**config.mk**
```make
export PLATFORM = sky130hd
export DESIGN_NAME = fifo_slot_ctrl
export DESIGN_NICKNAME = d
export VERILOG_FILES = /design/src/rtl/fifo_slot_ctrl.sv
export SDC_FILE = /design/constraint.sdc
export NUM_CORES = 1
export LEC_CHECK = 0
export ABC_AREA = 1
export CAP_MARGIN = 25
export CORE_UTILIZATION = 35
export CTS_CLUSTER_SIZE = 30
export DETAILED_ROUTE_END_ITERATION = 8
export GPL_ROUTABILITY_DRIVEN = 1
export SLEW_MARGIN = 20
export SYNTH_ARGS = -nofsm -noshare
export SYNTH_HDL_FRONTEND = slang
export SYNTH_SLANG_ARGS = --single-unit
export TNS_END_PERCENT = 30
```
**constraint.sdc**
```tcl
create_clock -name clk -period 5.25 [get_ports clk]
set_input_delay 1.05 -clock clk [delete_from_list [all_inputs] [get_ports clk]]
set_output_delay 1.05 -clock clk [all_outputs]
set_load 0.1 [all_outputs]
```
**src/rtl/fifo_slot_ctrl.sv**
```systemverilog
// Control and sequencing for a DEPTH-slot FIFO built from enabled flops: handshakes,
// one-hot slot write enables, head-slot read select, occupancy flags and high-water mark.
module fifo_slot_ctrl #(
    parameter int DEPTH     = 8,
    parameter int AFULL_TH  = DEPTH - 2,
    parameter int AEMPTY_TH = 1,
    localparam int AW       = $clog2(DEPTH)
) (
    input  logic             clk,
    input  logic             rst_n,
    input  logic             clr,
    input  logic             wr_valid,
    output logic             wr_ready,
    input  logic             rd_ready,
    output logic             rd_valid,
    output logic [DEPTH-1:0] slot_wr_en,
    output logic [AW-1:0]    rd_sel,
    output logic [AW:0]      count,
    output logic             full,
    output logic             empty,
    output logic             almost_full,
    output logic             almost_empty,
    output logic [AW:0]      hwm
);

    localparam int CW = AW + 1;
    localparam logic [CW-1:0] DEPTH_C  = CW'(DEPTH);
    localparam logic [CW-1:0] AFULL_C  = CW'(AFULL_TH);
    localparam logic [CW-1:0] AEMPTY_C = CW'(AEMPTY_TH);
    localparam logic [AW-1:0] LAST_PTR = AW'(DEPTH - 1);

    typedef enum logic [1:0] {S_EMPTY, S_PARTIAL, S_FULL} state_t;

    state_t          state;
    logic [AW-1:0]   wr_ptr;
    logic [AW-1:0]   rd_ptr;
    logic            push;
    logic            pop;
    logic [CW-1:0]   next_count;

    // Explicit wrap so non-power-of-two depths never walk into unused indices.
    function automatic logic [AW-1:0] ptr_inc(input logic [AW-1:0] p);
        return (p == LAST_PTR) ? '0 : p + 1'b1;
    endfunction

    assign full     = (state == S_FULL);
    assign empty    = (state == S_EMPTY);
    assign wr_ready = !full && !clr;
    assign rd_valid = !empty && !clr;
    assign push     = wr_valid && wr_ready;
    assign pop      = rd_valid && rd_ready;
    assign rd_sel   = rd_ptr;

    always_comb begin
        next_count = count;
        if (clr)
            next_count = '0;
        else if (push && !pop)
            next_count = count + 1'b1;
        else if (pop && !push)
            next_count = count - 1'b1;
    end

    always_comb begin
        slot_wr_en = '0;
        for (int i = 0; i < DEPTH; i++)
            slot_wr_en[i] = rst_n && push && (wr_ptr == AW'(i));
    end

    always_ff @(posedge clk or negedge rst_n) begin
        if (!rst_n) begin
            state        <= S_EMPTY;
            wr_ptr       <= '0;
            rd_ptr       <= '0;
            count        <= '0;
            almost_full  <= (AFULL_TH == 0);
            almost_empty <= (AEMPTY_TH >= 0);
            hwm          <= '0;
        end else if (clr) begin
            state        <= S_EMPTY;
            wr_ptr       <= '0;
            rd_ptr       <= '0;
            count        <= '0;
            almost_full  <= (AFULL_TH == 0);
            almost_empty <= (AEMPTY_TH >= 0);
            hwm          <= '0;
        end else begin
            if (push)
                wr_ptr <= ptr_inc(wr_ptr);
            if (pop)
                rd_ptr <= ptr_inc(rd_ptr);
            count        <= next_count;
            almost_full  <= (next_count >= AFULL_C);
            almost_empty <= (next_count <= AEMPTY_C);
            if (next_count > hwm)
                hwm <= next_count;
            // Transitions only at the occupancy edges; push+pop together holds state.
            case (state)
                S_EMPTY:   if (push) state <= S_PARTIAL;
                S_PARTIAL: begin
                    if (push && !pop && count == DEPTH_C - 1'b1)
                        state <= S_FULL;
                    else if (pop && !push && count == CW'(1))
                        state <= S_EMPTY;
                end
                S_FULL:    if (pop) state <= S_PARTIAL;
                default:   state <= S_EMPTY;
            endcase
        end
    end

`ifndef SYNTHESIS
    always @(posedge clk) begin
        if (rst_n) begin
            m_assert: assert (!$isunknown({wr_valid, rd_ready, clr})
                              && $countones(slot_wr_en) <= 1
                              && count <= DEPTH_C)
                else $error("fifo_slot_ctrl: unknown control input, multi-hot write enable or count overflow");
        end
    end
`endif

endmodule

```
==> results.md, run 1 <==
- Clock-pin slew on the worst setup and hold paths: around 0.1 ns
- Final antenna-violating net count: 0
- Chip width: ~62 um
- Post-synthesis sequential area ratio: 0.356
- Fillers: between 300 and 400
- Initial antenna violation count: 0
- WS Path Type: input port to output pin
- Clock Latency Late Sink: around 0.3 ns
- Max-slew violations: 0
- Initial core utilization: 0.374
- Post-synth cell types: 24
- Least-Margin Pin Slew: slightly below 1 ns
- Chip height: 62.2 um
- Final hold viol count: 0
- FF+latch count, synth: 18
- Ports: 30
- Number of cell rows: 21
- Core Region: roughly 3400 um^2
- Post_cts resized: 0
- Syn_nets: 182
- Commonest cells after routing, fill and taps aside: 36 x nand2_1, 25 x inv_1, 20 x clkdlybuf4s50_1
- Final WL: 2920 um
- Crit end category: output pin
- Drt pass-1 iters: 4
- Clock sink total: 18
- Max Buffers Root-to-Sink: 2
- HPWL after DPL: around 2300 um
- # setup viols final: 0
- Port-buffer cells: 29
- Full die area: slightly below 4000 um^2
- Fin Clk Skew: ~0.0043 ns
- CTS root buf: clkbuf_4
- CP max FO: 6
- P_leak: between 0.8 and 0.9 nW
- Final Cycle Share: 0.743
- CTS H-tree depth: 1
- Nets: between 200 and 250
- PwrDens: about 300 nW/um^2
- Max-cap viol count: 0
- RSZ-0062 raised after global routing: no
- Post-CTS Setup Inserts: 0
- N_diodes: 0
- DRC: 0
- Synth warnings: 0
- First-pass GRT wire length: around 5100 um
- Largest net degree at the start of global routing: 20
- Tmin final: 3.90 ns
- Setup_tns: 0 ns
- GP Congestion: just under 0.8
- Final total power: ~0.50 mW
- Avg WL per Cell: ~12 um
- Synthesized cell area: between 1000 and 1500 um^2
- Share of cells above drive strength 1: 0.159
- Most common cell after layout, fill and taps aside: nand2_1
- Syn avg cell area: slightly below 8 um^2
- PnR worst setup slack: roughly 1.3 ns
- Vias in the first global route: 1158
- # hold bufs at CTS: 0
- Maximum vdd drop: between 0.0002 and 0.00025 V
- Vias per inst: ~4.7
- Total track usage: 0.164
- Max transition margin: 0.347
- Status: complete, no violations
- Area grow syn2layout: 28.5%
- CTS Buf Count: 3
- Post-place setup slack: approximately 1.4 ns
- Max Fclk: ~260 MHz
- Critical Path AT: 2.85 ns
- Hold Path Class: flip-flop to flip-flop
- Vias post-DR: 1144
- Cells after Synth: 162
- DR iter-0 viols: 21
- Nature of the critical path startpoint: input port
- CTS tree: yes
- Worst EP required: 4.20 ns
- Total grt overflow: 0
## cells in the mapped netlist, drive strengths merged
master / instances / area [um^2]
nand2: 39 / 154
inv: 29 / 109
nor2: 18 / 96.3
dfrtp: 17 / 425
ha: 15 / 188
nand3: 15 / 108
o21ai: 8 / 40.0
nor3: 7 / 35.0
nand4: 4 / 25.0
a21oi: 3 / 15.0
a22o: 2 / 17.5
buf: 1 / 7.51
dfstp: 1 / 26.3
nand3b: 1 / 7.51
o21a: 1 / 7.51
o22ai: 1 / 6.26
## cell type report
cell class	count	area (um^2)	share of cell area
timing repair buffer	30	275	0.169
inverter	29	109	0.0668
tap	46	57.6	0.0353
sequential	18	452	0.277
multi-input combinational	114	699	0.429
clock buffer	4	36.3	0.0223
## report_power, final
part	leakage, nW	switching, mW	internal (mW)
Combinational	0.594	0.181	0.0585
Sequential	0.240	0.0134	0.154
Clock	0.0210	0.0454	0.0423
Total	0.855	0.240	0.255
## stage by stage
stage	instance area [um^2]	utilization	instances	hold WS, ns
floorplan	1270	-	162	0.554
global placement	1590	0.470	237	0.488
finish	1630	0.481	241	0.518
CTS	1630	0.481	241	0.525
global route	1630	0.481	241	0.553
detailed placement	1590	0.470	237	0.497
## registers in the layout, indices dropped and copies added (netlist names)
name          cells
hwm               4
almost_empty      1
rd_sel            3
wr_ptr            3
state             2
count             4
almost_full       1
## layer usage
| metal | global-route usage | wire (um) | share of wire | up-vias |
|---|---|---|---|---|
| met2 | 0.279 | 1420 | 0.49 | 25 |
| met4 | 0.0669 | 21 | 0.0072 | 0 |
| met5 | 0 | 0 | 0 | - |
| met1 | 0.203 | 1350 | 0.46 | 530 |
| li1 | - | - | - | 587 |
| met3 | 0.0294 | 128 | 0.044 | 2 |
## worst paths after layout
| check | end | cells after the start | slack, ns | from |
|---|---|---|---|---|
| setup / recovery | rd_valid | 3 | 1.35 | clr |
| hold / removal | hwm[2] | 2 | 0.52 | hwm[2] |
| setup reg to reg | hwm[1] | 17 | 2.83 | state[0] |
| hold reg to reg | hwm[2] | 2 | 0.52 | hwm[2] |
| max in group asynchronous | almost_empty | 2 | 3.90 | rst_n |
| min in group asynchronous | wr_ptr[0] | 2 | 1.08 | rst_n |
## cell families after synthesis
kind of cell,synth area share
and+or+nand+nor,0.336
buffers and inverters,0.0918
adders and majority gates,0.148
AOI/OAI and AO/OA,0.0681
DFF,0.356
## critical path, stage by stage
cell	delay, ns
clkdlybuf4s50_1	0.52
nor2_1	0.14
clkdlybuf4s50_1	1.14
No activity file was read; power rests on OpenSTA's default activity.
==> run 2, diff against run 1 <==
==> constraint.sdc (replaced) <==
create_clock -name clk -period 4 [get_ports clk]
set_input_delay 0.8 -clock clk [delete_from_list [all_inputs] [get_ports clk]]
set_output_delay 0.8 -clock clk [all_outputs]
set_load 0.1 [all_outputs]
==> results.md, run 2 (same netlist as run 1, synthesis figures left out) <==
- Worst R2R Start: count[0] (was state[0])
- Final antenna-violating net count: 0 (unchanged)
- GR Layer Usage met3: 0.0294 (unchanged)
- Clock-pin slew on the worst setup and hold paths: 0.12 ns (was 0.10 ns)
- Full die area: 3870 um^2 (unchanged)
- Max Buffers Root-to-Sink: 2 (unchanged)
- Port-buffer cells: 29 (unchanged)
- PnR worst setup slack: 0.556 ns (was 1.35 ns)
- Chip height: 62.2 um (unchanged)
- HPWL after DPL: 2300 um (was 2280 um)
- Worst path buffer plus inverter count: 3 (was 2)
- P_leak: 0.873 nW (was 0.855 nW)
- Initial antenna violation count: 0 (unchanged)
- WS Path Type: input port to output pin (unchanged)
- DRC: 0 (unchanged)
- Max-slew violations: 0 (unchanged)
- Clock Latency Late Sink: 0.30 ns (about the same)
- Area grow syn2layout: 35.4% (was 28.5%)
- Share of cells above drive strength 1: 0.159 (unchanged)
- Commonest cells after routing, fill and taps aside: 36 x nand2_1, 25 x inv_1, 19 x clkdlybuf4s50_1 (was 36 x nand2_1, 25 x inv_1, 20 x clkdlybuf4s50_1)
- Max Fclk: between 200 and 300 MHz
- Met1 Use GR: 0.205 (was 0.203)
- CP delay by family, top: buffers and inverters (unchanged)
- Post-CTS Setup Inserts: 0 (unchanged)
- Reg2reg path depth: 15 (was 17)
- RSZ-0062 raised after global routing: no (unchanged)
- Max transition margin: 0.348 (was 0.347)
- CTS tree: yes (unchanged)
- RR Endpoint: hwm[1] (unchanged)
- Grt peak-use layer: met2 (unchanged)
- # hold bufs at CTS: 0 (unchanged)
- Crit end category: output pin (unchanged)
- Final Cycle Share: 0.861
- Largest net degree at the start of global routing: 19 (was 20)
- CP cell instances: clkdlybuf4s50_1 -> inv_2 -> nand2_2 -> nor2_8 -> nand2_1 -> nor3_1 -> buf_12 (was clkdlybuf4s50_1 -> nor2_1 -> clkdlybuf4s50_1)
- Max-cap viol count: 0 (unchanged)
- Fin Clk Skew: 0.0136 ns (was 0.00425 ns)
- Fillers: 323 (was 345)
- Maximum vdd drop: 0.000239 V (was 0.000224 V)
- Final WL: 2860 um (was 2920 um)
- Post_cts resized: 0 (unchanged)
- First-pass GRT wire length: 5010 um (was 5090 um)
- Total track usage: 0.162 (was 0.164)
- Post-place setup slack: 0.547 ns (was 1.36 ns)
- Number of cell rows: 21 (unchanged)
- Hold Path Sink: hwm[2] (unchanged)
- Final total power: 0.635 mW (was 0.495 mW)
- Register-to-register setup slack: 1.69 ns (was 2.83 ns)
- Ports: 30 (unchanged)
- Vias in the first global route: 1110 (was 1158)
- Total grt overflow: 0 (unchanged)
- Nature of the critical path startpoint: input port (unchanged)
- Worst EP required: 3.20 ns (was 4.20 ns)
- Status: complete, no violations (unchanged)
- Avg WL per Cell: 11.9 um (was 12.1 um)
- Vias per inst: 4.88 (was 4.75)
- Final hold viol count: 0 (unchanged)
- CTS root buf: clkbuf_4 (unchanged)
- N_diodes: 0 (unchanged)
- PwrDens: 370 nW/um^2 (was 304 nW/um^2)
- Critical Path AT: 2.64 ns (was 2.85 ns)
- Largest regs: count (4), hwm (4) (unchanged)
- Drt pass-1 iters: 4 (unchanged)
- GP Congestion: 0.805 (was 0.787)
- Vias post-DR: 1175 (was 1144)
- Tmin final: around 3.4 ns
- Chip width: 62.2 um (unchanged)
- CP peak stage delay: 0.52 ns (was 1.14 ns)
- CTS Buf Count: 3 (unchanged)
- Core Region: 3390 um^2 (unchanged)
- Slowest stage cell on the critical path: clkdlybuf4s50_1 (unchanged)
- # setup viols final: 0 (unchanged)
- CP max FO: 13 (was 6)
- DR iter-0 viols: 48 (was 21)
- Least-Margin Pin Slew: 0.975 ns (was 0.977 ns)
- Clock sink total: 18 (unchanged)
- Met2 Use GR: 0.276 (was 0.279)
- Initial core utilization: 0.374 (unchanged)
- Hold path cells: 2 (unchanged)
- Nets: 216 (unchanged)
- Most common cell after layout, fill and taps aside: nand2_1 (unchanged)
- Startpoint of the worst hold path: hwm[2] (unchanged)
- CTS H-tree depth: 1 (unchanged)
- Hold Path Class: flip-flop to flip-flop (unchanged)
[run 2: metrics by stage]
stage | instance area, um^2 | hold slack, ns | util | cells | TNS [ns]
floorplan | 1270 | 0.504 | - | 162 | -0.760
global placement | 1690 | 0.503 | 0.499 | 237 | 0
detailed placement | 1690 | 0.516 | 0.499 | 237 | 0
CTS | 1720 | 0.543 | 0.506 | 241 | 0
global route | 1720 | 0.574 | 0.506 | 241 | 0
finish | 1720 | 0.541 | 0.506 | 241 | 0
[run 2: worst register-to-register path: cells and delay by family, from the launching register on]
kind | cells | cell delay [ns]
flops | 1 | 0.49
buf+inv | 4 | 0.34
compound gates | 2 | 0.25
simple gates | 7 | 0.54
fa+ha+maj | 2 | 0.58
[run 2: layout make-up]
type                       count  area (um^2)  share of cell area
clock buffer                   4         26.3              0.0153
timing repair buffer          30          373               0.217
inverter                      29          109              0.0634
tap                           46         57.6              0.0335
sequential                    18          452               0.263
multi-input combinational    114          699               0.407
[run 2: report_power, final]
part           internal (mW)  total (mW)  leakage (nW)  switching, mW
clock network         0.0388      0.0979        0.0150         0.0592
registers              0.202       0.220         0.240         0.0184
logic                 0.0787       0.317         0.618          0.238
[run 2: routing by layer]
metal / up-vias / routed length, um
li1: 588 / -
met4: 0 / 49
met2: 35 / 1350
met5: - / 0
met3: 6 / 124
met1: 546 / 1330
[run 2: worst max path at each step]
| stage | end | slack [ns] | cells past startpoint | from |
|---|---|---|---|---|
| after floorplan | slot_wr_en[0] | -0.13 | 5 | clr |
| after global placement | slot_wr_en[6] | 0.61 | 7 | clr |
| after detailed placement | slot_wr_en[2] | 0.55 | 7 | clr |
| after CTS | slot_wr_en[2] | 0.54 | 7 | clr |
| after global routing | slot_wr_en[6] | 0.40 | 7 | clr |
| final | slot_wr_en[2] | 0.56 | 7 | clr |
